**src/rtl/prbs_pkg.sv**
```systemverilog
// Shared types and PRBS constants for the multi-channel symbol source.
package prbs_pkg;

  typedef enum logic [1:0] {
    ST_IDLE = 2'd0,
    ST_RUN  = 2'd1,
    ST_DONE = 2'd2
  } state_e;

  localparam int MAX_ORDER = 31;

  // Bit i set means stage i+1 of the polynomial feeds the XOR; unsupported orders give 0.
  function automatic logic [MAX_ORDER-1:0] tap_mask(input int order);
    logic [MAX_ORDER-1:0] m;
    m = '0;
    case (order)
      7:       begin m[6]  = 1'b1; m[5]  = 1'b1; end
      9:       begin m[8]  = 1'b1; m[4]  = 1'b1; end
      15:      begin m[14] = 1'b1; m[13] = 1'b1; end
      23:      begin m[22] = 1'b1; m[17] = 1'b1; end
      31:      begin m[30] = 1'b1; m[27] = 1'b1; end
      default: m = '0;
    endcase
    return m;
  endfunction

  function automatic logic [MAX_ORDER-1:0] seed(input int order, input int k);
    logic [MAX_ORDER-1:0] ones;
    ones = '0;
    for (int i = 0; i < MAX_ORDER; i++) begin
      if (i < order) ones[i] = 1'b1;
    end
    return ones ^ MAX_ORDER'(k);
  endfunction

endpackage

```
**src/rtl/prbs_lfsr.sv**
```systemverilog
// Single Fibonacci LFSR channel; shifts left with feedback into bit 0 on each step.
module prbs_lfsr
  import prbs_pkg::*;
#(
  parameter int                    PRBS_ORDER = 9,
  parameter logic [PRBS_ORDER-1:0] SEED       = '1
) (
  input  logic clock,
  input  logic i_reset,
  input  logic i_step,
  output logic o_bit
);

  localparam logic [MAX_ORDER-1:0]  TAPS_FULL = tap_mask(PRBS_ORDER);
  localparam logic [PRBS_ORDER-1:0] TAPS      = TAPS_FULL[PRBS_ORDER-1:0];

  logic [PRBS_ORDER-1:0] lfsr_q;
  logic [PRBS_ORDER-1:0] lfsr_d;

  always_comb begin
    lfsr_d = {lfsr_q[PRBS_ORDER-2:0], ^(lfsr_q & TAPS)};
  end

  always_ff @(posedge clock) begin
    if (!i_reset) begin
      lfsr_q <= SEED;
    end else if (i_step) begin
      lfsr_q <= lfsr_d;
    end
  end

  assign o_bit = lfsr_q[PRBS_ORDER-1];

endmodule

```
**src/rtl/prbs_symbol_source.sv**
```systemverilog
// Multi-channel PRBS symbol source: rate divider, continuous/burst FSM and
// per-channel LFSRs stepped on the symbol strobe.
module prbs_symbol_source
  import prbs_pkg::*;
#(
  parameter int NB_DIV     = 4,
  parameter int N_CH       = 2,
  parameter int PRBS_ORDER = 9,
  parameter int NB_BURST   = 8,
  parameter int NB_SYMCNT  = 16
) (
  input  logic                 clock,
  input  logic                 i_reset,
  input  logic                 i_enable,
  input  logic                 i_burst_mode,
  input  logic                 i_start,
  input  logic [NB_DIV-1:0]    i_div,
  input  logic [NB_BURST-1:0]  i_burst_len,
  input  logic [N_CH-1:0]      i_ch_enable,
  output logic                 o_valid,
  output logic [N_CH-1:0]      o_data,
  output logic                 o_busy,
  output logic                 o_done,
  output logic [NB_SYMCNT-1:0] o_sym_count
);

  localparam logic [NB_BURST:0] BURST_FULL = {1'b1, {NB_BURST{1'b0}}};
  localparam logic [NB_BURST:0] BURST_LAST = (NB_BURST+1)'(1);

  state_e               state_q;
  logic [NB_DIV-1:0]    div_cnt_q;
  logic                 burst_mode_q;
  logic [NB_BURST:0]    remaining_q;
  logic                 valid_q;
  logic [N_CH-1:0]      data_q;
  logic                 busy_q;
  logic                 done_q;
  logic [NB_SYMCNT-1:0] sym_count_q;

  logic                 strobe;
  logic [N_CH-1:0]      lfsr_bit;
  logic [N_CH-1:0]      data_d;
  logic [NB_SYMCNT-1:0] sym_count_d;
  logic [NB_BURST:0]    remaining_d;

  // Gating with i_enable keeps an abort cycle from also emitting a symbol.
  assign strobe      = (state_q == ST_RUN) && i_enable && (div_cnt_q == i_div);
  assign data_d      = lfsr_bit & i_ch_enable;
  assign sym_count_d = sym_count_q + NB_SYMCNT'(1);
  assign remaining_d = (i_burst_len == '0) ? BURST_FULL : {1'b0, i_burst_len};

  generate
    for (genvar gi = 0; gi < N_CH; gi++) begin : g_ch
      localparam logic [MAX_ORDER-1:0] SEED_FULL = seed(PRBS_ORDER, gi);

      prbs_lfsr #(
        .PRBS_ORDER (PRBS_ORDER),
        .SEED       (SEED_FULL[PRBS_ORDER-1:0])
      ) u_lfsr (
        .clock   (clock),
        .i_reset (i_reset),
        .i_step  (strobe & i_ch_enable[gi]),
        .o_bit   (lfsr_bit[gi])
      );
    end
  endgenerate

  always_ff @(posedge clock) begin
    if (!i_reset) begin
      state_q      <= ST_IDLE;
      div_cnt_q    <= '0;
      burst_mode_q <= 1'b0;
      remaining_q  <= '0;
      valid_q      <= 1'b0;
      data_q       <= '0;
      busy_q       <= 1'b0;
      done_q       <= 1'b0;
      sym_count_q  <= '0;
    end else begin
      valid_q <= strobe;
      if (strobe) begin
        data_q      <= data_d;
        sym_count_q <= sym_count_d;
      end

      case (state_q)
        ST_IDLE: begin
          div_cnt_q <= '0;
          done_q    <= 1'b0;
          if (i_enable && (!i_burst_mode || i_start)) begin
            state_q      <= ST_RUN;
            busy_q       <= 1'b1;
            burst_mode_q <= i_burst_mode;
            remaining_q  <= remaining_d;
            if (i_burst_mode) sym_count_q <= '0;
          end
        end
        ST_RUN: begin
          if (!i_enable) begin
            state_q   <= ST_IDLE;
            busy_q    <= 1'b0;
            div_cnt_q <= '0;
          end else if (strobe) begin
            div_cnt_q   <= '0;
            remaining_q <= remaining_q - BURST_LAST;
            if (burst_mode_q && (remaining_q == BURST_LAST)) begin
              state_q <= ST_DONE;
              busy_q  <= 1'b0;
              done_q  <= 1'b1;
            end
          end else begin
            div_cnt_q <= div_cnt_q + NB_DIV'(1);
          end
        end
        ST_DONE: begin
          state_q   <= ST_IDLE;
          done_q    <= 1'b0;
          div_cnt_q <= '0;
        end
        default: begin
          state_q   <= ST_IDLE;
          busy_q    <= 1'b0;
          done_q    <= 1'b0;
          div_cnt_q <= '0;
        end
      endcase
    end
  end

  assign o_valid     = valid_q;
  assign o_data      = data_q;
  assign o_busy      = busy_q;
  assign o_done      = done_q;
  assign o_sym_count = sym_count_q;

endmodule

```
**config.mk**
```make
export PLATFORM = sky130hd
export DESIGN_NAME = prbs_symbol_source
export DESIGN_NICKNAME = d
export VERILOG_FILES = /design/src/rtl/prbs_pkg.sv /design/src/rtl/prbs_lfsr.sv /design/src/rtl/prbs_symbol_source.sv
export SDC_FILE = /design/constraint.sdc
export NUM_CORES = 1
export LEC_CHECK = 0
export ABC_CLOCK_PERIOD_IN_PS = 2400
export CAP_MARGIN = 40
export CORE_ASPECT_RATIO = 1.1
export CORE_UTILIZATION = 30
export CTS_CLUSTER_SIZE = 8
export DETAILED_ROUTE_END_ITERATION = 8
export PLACE_DENSITY = 0.58
export SLEW_MARGIN = 40
export SYNTH_ARGS = -nofsm -noshare
export SYNTH_HDL_FRONTEND = slang
export SYNTH_SLANG_ARGS = --single-unit
```
**constraint.sdc**
```tcl
create_clock -name clock -period 2.4 [get_ports clock]
set_clock_uncertainty 0.05 [all_clocks]
set_input_delay 0.36 -clock clock [delete_from_list [all_inputs] [get_ports clock]]
set_output_delay 0.36 -clock clock [all_outputs]
set_load 0.01 [all_outputs]
```
After elaboration in Yosys (flattened, before gate mapping)
Index checks and enable logic that the tools add are counted.
- bitwise gates (word level): 7
- equality and inequality tests: 9
- mux-type cells: 19
- $add $sub $neg: 3
- reduce and logical (&&, ||, !) cells: 18
- operator list (kind ; number):
    $mux 16 ; 4
    $mux 9 ; 4
    $pmux 9 s2 ; 1
    $reduce_xor 9->1 ; 2
    $add 16x1->16 const B ; 1
    $eq 9x1->1 const B ; 1
    $sub 9x1->9 const B ; 1
    $logic_not 8->1 ; 1
    $mux 2 ; 4
    $reduce_and 4->1 ; 2
    $ne 2x2->1 const B ; 3
    $reduce_and 3->1 ; 2
    $add 4x1->4 const B ; 1
    $eq 4x4->1 ; 1
    $logic_and 1x1->1 ; 4
    $mux 1 ; 4
    $not 1->1 ; 4
    $pmux 2 s2 ; 1
    $reduce_and 2->1 ; 2
    $reduce_or 4->1 ; 1
    $ne 3x2->1 const B ; 1
    $ne 3x3->1 const B ; 1
    $pmux 1 s3 ; 1
    $and 1x1->1 ; 2
    7 further kinds ; 7
- input port bits: 19
- bits in registers: 55
- output and inout bits: 21
- word-level logic and storage cells: 67

Longest topological paths before layout
- word-level depth: 7
- mapped depth: 7

By module
Synthesis repeated with hierarchy kept, for this count alone.
- cells, all modules: 300
- area, all modules: 2683.8 µm²
- by module, submodules not included (module ; cells each ; times used ; area each (µm²)):
    prbs_symbol_source ; 240 ; 1 ; 2015.7
    prbs_lfsr at g_ch[0].u_lfsr ; 30 ; 1 ; 339.1
    prbs_lfsr at g_ch[1].u_lfsr ; 30 ; 1 ; 329.1

Least setup slack after synthesis
OpenSTA, ideal clock, no wires.
- kind: register -> register
- start point: reg sym_count_q[0] (netlist: o_sym_count[0])
- end point: reg sym_count_q[10] (netlist: o_sym_count[10])
- clock period less this slack: 1.834 ns
- library setup time: 0.131 ns
- buffers on the path: 0
- path slack: 0.566 ns
- required time: 2.219 ns
- stages on the path, launching flop included: 6
- data arrival time: 1.653 ns
- cells stage by stage: dfxtp_1 ha_1 inv_1 or4_4 o311ai_2 o41ai_2
- cells in the longest elaborated chain, start to end: 5
- ends and longest elaborated chain (item ; RTL line ; text):
    from (decl) ; prbs_symbol_source.sv:38 ; logic [NB_SYMCNT-1:0] sym_count_q;
    from (signal assigned) ; prbs_symbol_source.sv:83 ; sym_count_q <= sym_count_d;
    $add 16x1->16 * ; prbs_symbol_source.sv:49 ; assign sym_count_d = sym_count_q + NB_SYMCNT'(1);
    $mux 16 * ; prbs_symbol_source.sv:81 ; if (strobe) begin
    $mux 16 ; prbs_symbol_source.sv:95 ; if (i_burst_mode) sym_count_q <= '0;
    $mux 16 ; prbs_symbol_source.sv:90 ; if (i_enable && (!i_burst_mode || i_start)) begin
    $mux 16 * ; prbs_symbol_source.sv:86 ; case (state_q)
Mark *: on every way between the ends. The rest lies on a longest branch, timed or not.
A chain may end at the register's enable or synchronous reset.

Worst setup path in the final report
Same ends and word-level chain as after synthesis.

==> results.ini <==
[cts]
cts_inserted_buffers = 5
cts_resized = 0
hold_buffers = 0
cts-root-buf = clkbuf_8
cts_tree = yes
cts_setup_buffers = 0
cts_sinks = 55
htreeDepth = 2
worstSkewPairLatency_ns = 0.30
path_clk_slew_ns = 0.10
clockBufferDepth = 2

[synthesis]
yosysSeqAreaShare_pct = 40.68
syn_area_um2 = 2706
ys.flop_type = dfxtp_1
synthTopCellsByArea = dfxtp_1 (41%), mux2i_1 (8.5%), nor2_1 (3.6%)
yosys_warnings = 0
ys_ff_latch = 55
avgSynthCellArea_um2 = 8.932
syn_nets = 326
synth_area_leader_cell = dfxtp_1
synth_top_cell_area_share_pct = 40.68
synth_edf_count = 0
synthCells = 303
async_flop_share_pct = 0
synth_cell_types = 53

[global_route]
grt-ovfl-total = 0
grt_pass1_wl_um = 10420
antenna_found_initial = 0
grt.total_usage_pct = 13.72
grt_pass1_vias = 2195
grt_max_degree = 36

[cells_and_area]
stdcell_count = 458
area_growth_pct = 24.60
fin_area_um2 = 3372
final_util_pct = 39.29
layout-drive-gt1-share_pct = 8.934
finalNetCount = 370
diodes = 0

[floorplanning]
core_um2 = 8583
io_pins = 40
die_w_um = 92.56
die_area_um2 = 9405
die_y_um = 101.6
initial_core_util_pct = 31.53
rows = 35

[timing]
max_freq_mhz = 507.5
rsz0062_at_grt = false
finalHoldViolations = 0
period_share_pct = 82.10
fin_setup_tns_ns = 0
worst_pin_slew_ns = 0.5508
slew-limit-headroom_pct = 63.00
finalWorstPathRequiredPeriod_ns = 1.970
drv_slew = 0
setup_ws_ns = 0.4296
setup_viol = 0

[power]
ir_drop_mv = 0.2432
p_leak_nw = 1.131
p_per_area_nw_per_um2 = 520.7

[routing]
dr.pass1.iters = 4
dr.max_layer_used = met4
drtIter0Drc = 119
wl_met3_um = 339
wl_met2_um = 2947
drc_errors = 0
wl_met1_um = 2983
vias = 2388
wl_um = 6321
drtAntennaViolNets = 0
via_per_inst = 5.214
wl_per_cell_um = 13.80

[placed_design]
place_inst = 451
gp_congestion = 0.8101
placed_area_um2 = 3269
io_buffers = 39
dp_slack_ns = 0.1152
hpwl_um = 4596

[min_path]
hold_path.class = reg -> reg

[worst_setup_path]
required_ns = 2.55
cp-start-kind = flop
critical_path_peak_fanout = 9
worstSetupEndpointType = flop
crit_type = reg -> reg
arrival_ns = 2.12

[status]
outcome = finished, final reports clean

[run]
drv_cap = 0

-- routing by layer --
| metal | track usage [%] | up-vias |
|---|---|---|
| met5 | 0 | - |
| met4 | 3.606 | 0 |
| met3 | 3.003 | 5 |
| met2 | 23.08 | 61 |
| met1 | 17.79 | 1115 |
| li1 | - | 1207 |
-- state kept, by name, summed over array words and instances, names as in the netlist --
register and flops:
o_sym_count 16, div_cnt_q 4, o_done 1, burst_mode_q 1
o_busy 1, g_ch.u_lfsr.lfsr_q 18, remaining_q 9, o_data 2
state_q 2, o_valid 1
-- critical path, cell delays in order (launching register included) --
cell and delay, ns:
dfxtp_1 0.51, ha_1 0.28, inv_1 0.11, or4_4 0.56, o311ai_2 0.24, o41ai_2 0.11
-- final cells by class --
type                    instances  area [µm²]
clock buffers                   6       72.57
multi-input cells             221        1473
inverters                       9       33.78
well taps                     111       138.9
fillers                       879        5211
flip-flops and latches         55        1101
clock inverters                 1       30.03
repair buffers                 55       523.0
-- through the flow --
step                      power, mW  hold slack (ns)
after detailed placement      1.178           0.4017
after CTS                     1.773           0.4155
after global routing          1.827           0.4534
after global placement        1.179           0.3964
after floorplan               1.091           0.3791
final                         1.756           0.4201
-- report_power, final --
part | total, mW | switching [mW] | internal [mW]
Clock | 0.598 | 0.292 | 0.307
Combinational | 0.212 | 0.119 | 0.0934
Sequential | 0.945 | 0.0177 | 0.928
Total | 1.76 | 0.428 | 1.33
-- Yosys cell counts, types with 2 or more instances --
master / count
o31a_1: 3
xnor2_1: 6
nor2_1: 26
a21boi_0: 3
nor2b_1: 2
dfxtp_1: 55
a21oi_1: 18
o2111ai_1: 2
nor4_1: 7
nand4_1: 15
buf_6: 2
nand2_1: 19
buf_2: 7
and4_1: 3
o31ai_1: 4
or4_1: 4
ha_1: 4
o21ai_0: 12
clkbuf_1: 6
o32ai_1: 3
nand2b_1: 10
buf_4: 2
xor2_1: 2
and3_1: 3
a211oi_1: 3
nand3_1: 16
inv_1: 8
or3_1: 4
mux2i_1: 23
a31oi_1: 3
nor3_1: 4
a221oi_1: 3
-- logic make-up after synthesis --
logic type / synth area share, %
AO/OA/AOI/OAI: 16.28
XOR/XNOR: 2.589
adder cells (fa/ha/maj): 1.849
buffers and inverters: 4.900
flip-flops: 40.68
multiplexers: 8.507
AND/OR/NAND/NOR: 25.20
-- layout by cell type, fill, tap and decap left out, drive strengths merged, types with 2 or more instances in the layout --
cell type	n
o2111ai	2
nor2	26
xor2	2
clkbuf	6
or4	5
nand2	19
nor2b	2
o311ai	2
mux2i	23
inv	8
o31ai	4
buf	16
xnor2	6
and4	3
nor4	7
o21ai	12
nand2b	10
a221oi	3
clkdlybuf4s50	39
nor3b	2
a21boi	3
nand3	16
a21oi	19
nor3	5
a211oi	3
o32ai	3
and3	3
ha	4
a31oi	3
dfxtp	55
or3	4
nand4	15
o31a	3
-- path summary, 6_finish.rpt --
check	from	endpoint	slack, ns	cells after the start
setup / recovery	o_sym_count[0]$_SDFF_PN0_	o_sym_count[10]$_SDFF_PN0_	0.43	5
hold / removal	remaining_q[8]$_SDFFE_PN0P_	remaining_q[8]$_SDFFE_PN0P_	0.42	2
setup reg to reg	o_sym_count[0]$_SDFF_PN0_	o_sym_count[10]$_SDFF_PN0_	0.43	5
hold reg to reg	remaining_q[8]$_SDFFE_PN0P_	remaining_q[8]$_SDFFE_PN0P_	0.42	2
No activity file was read; power rests on OpenSTA's default activity.
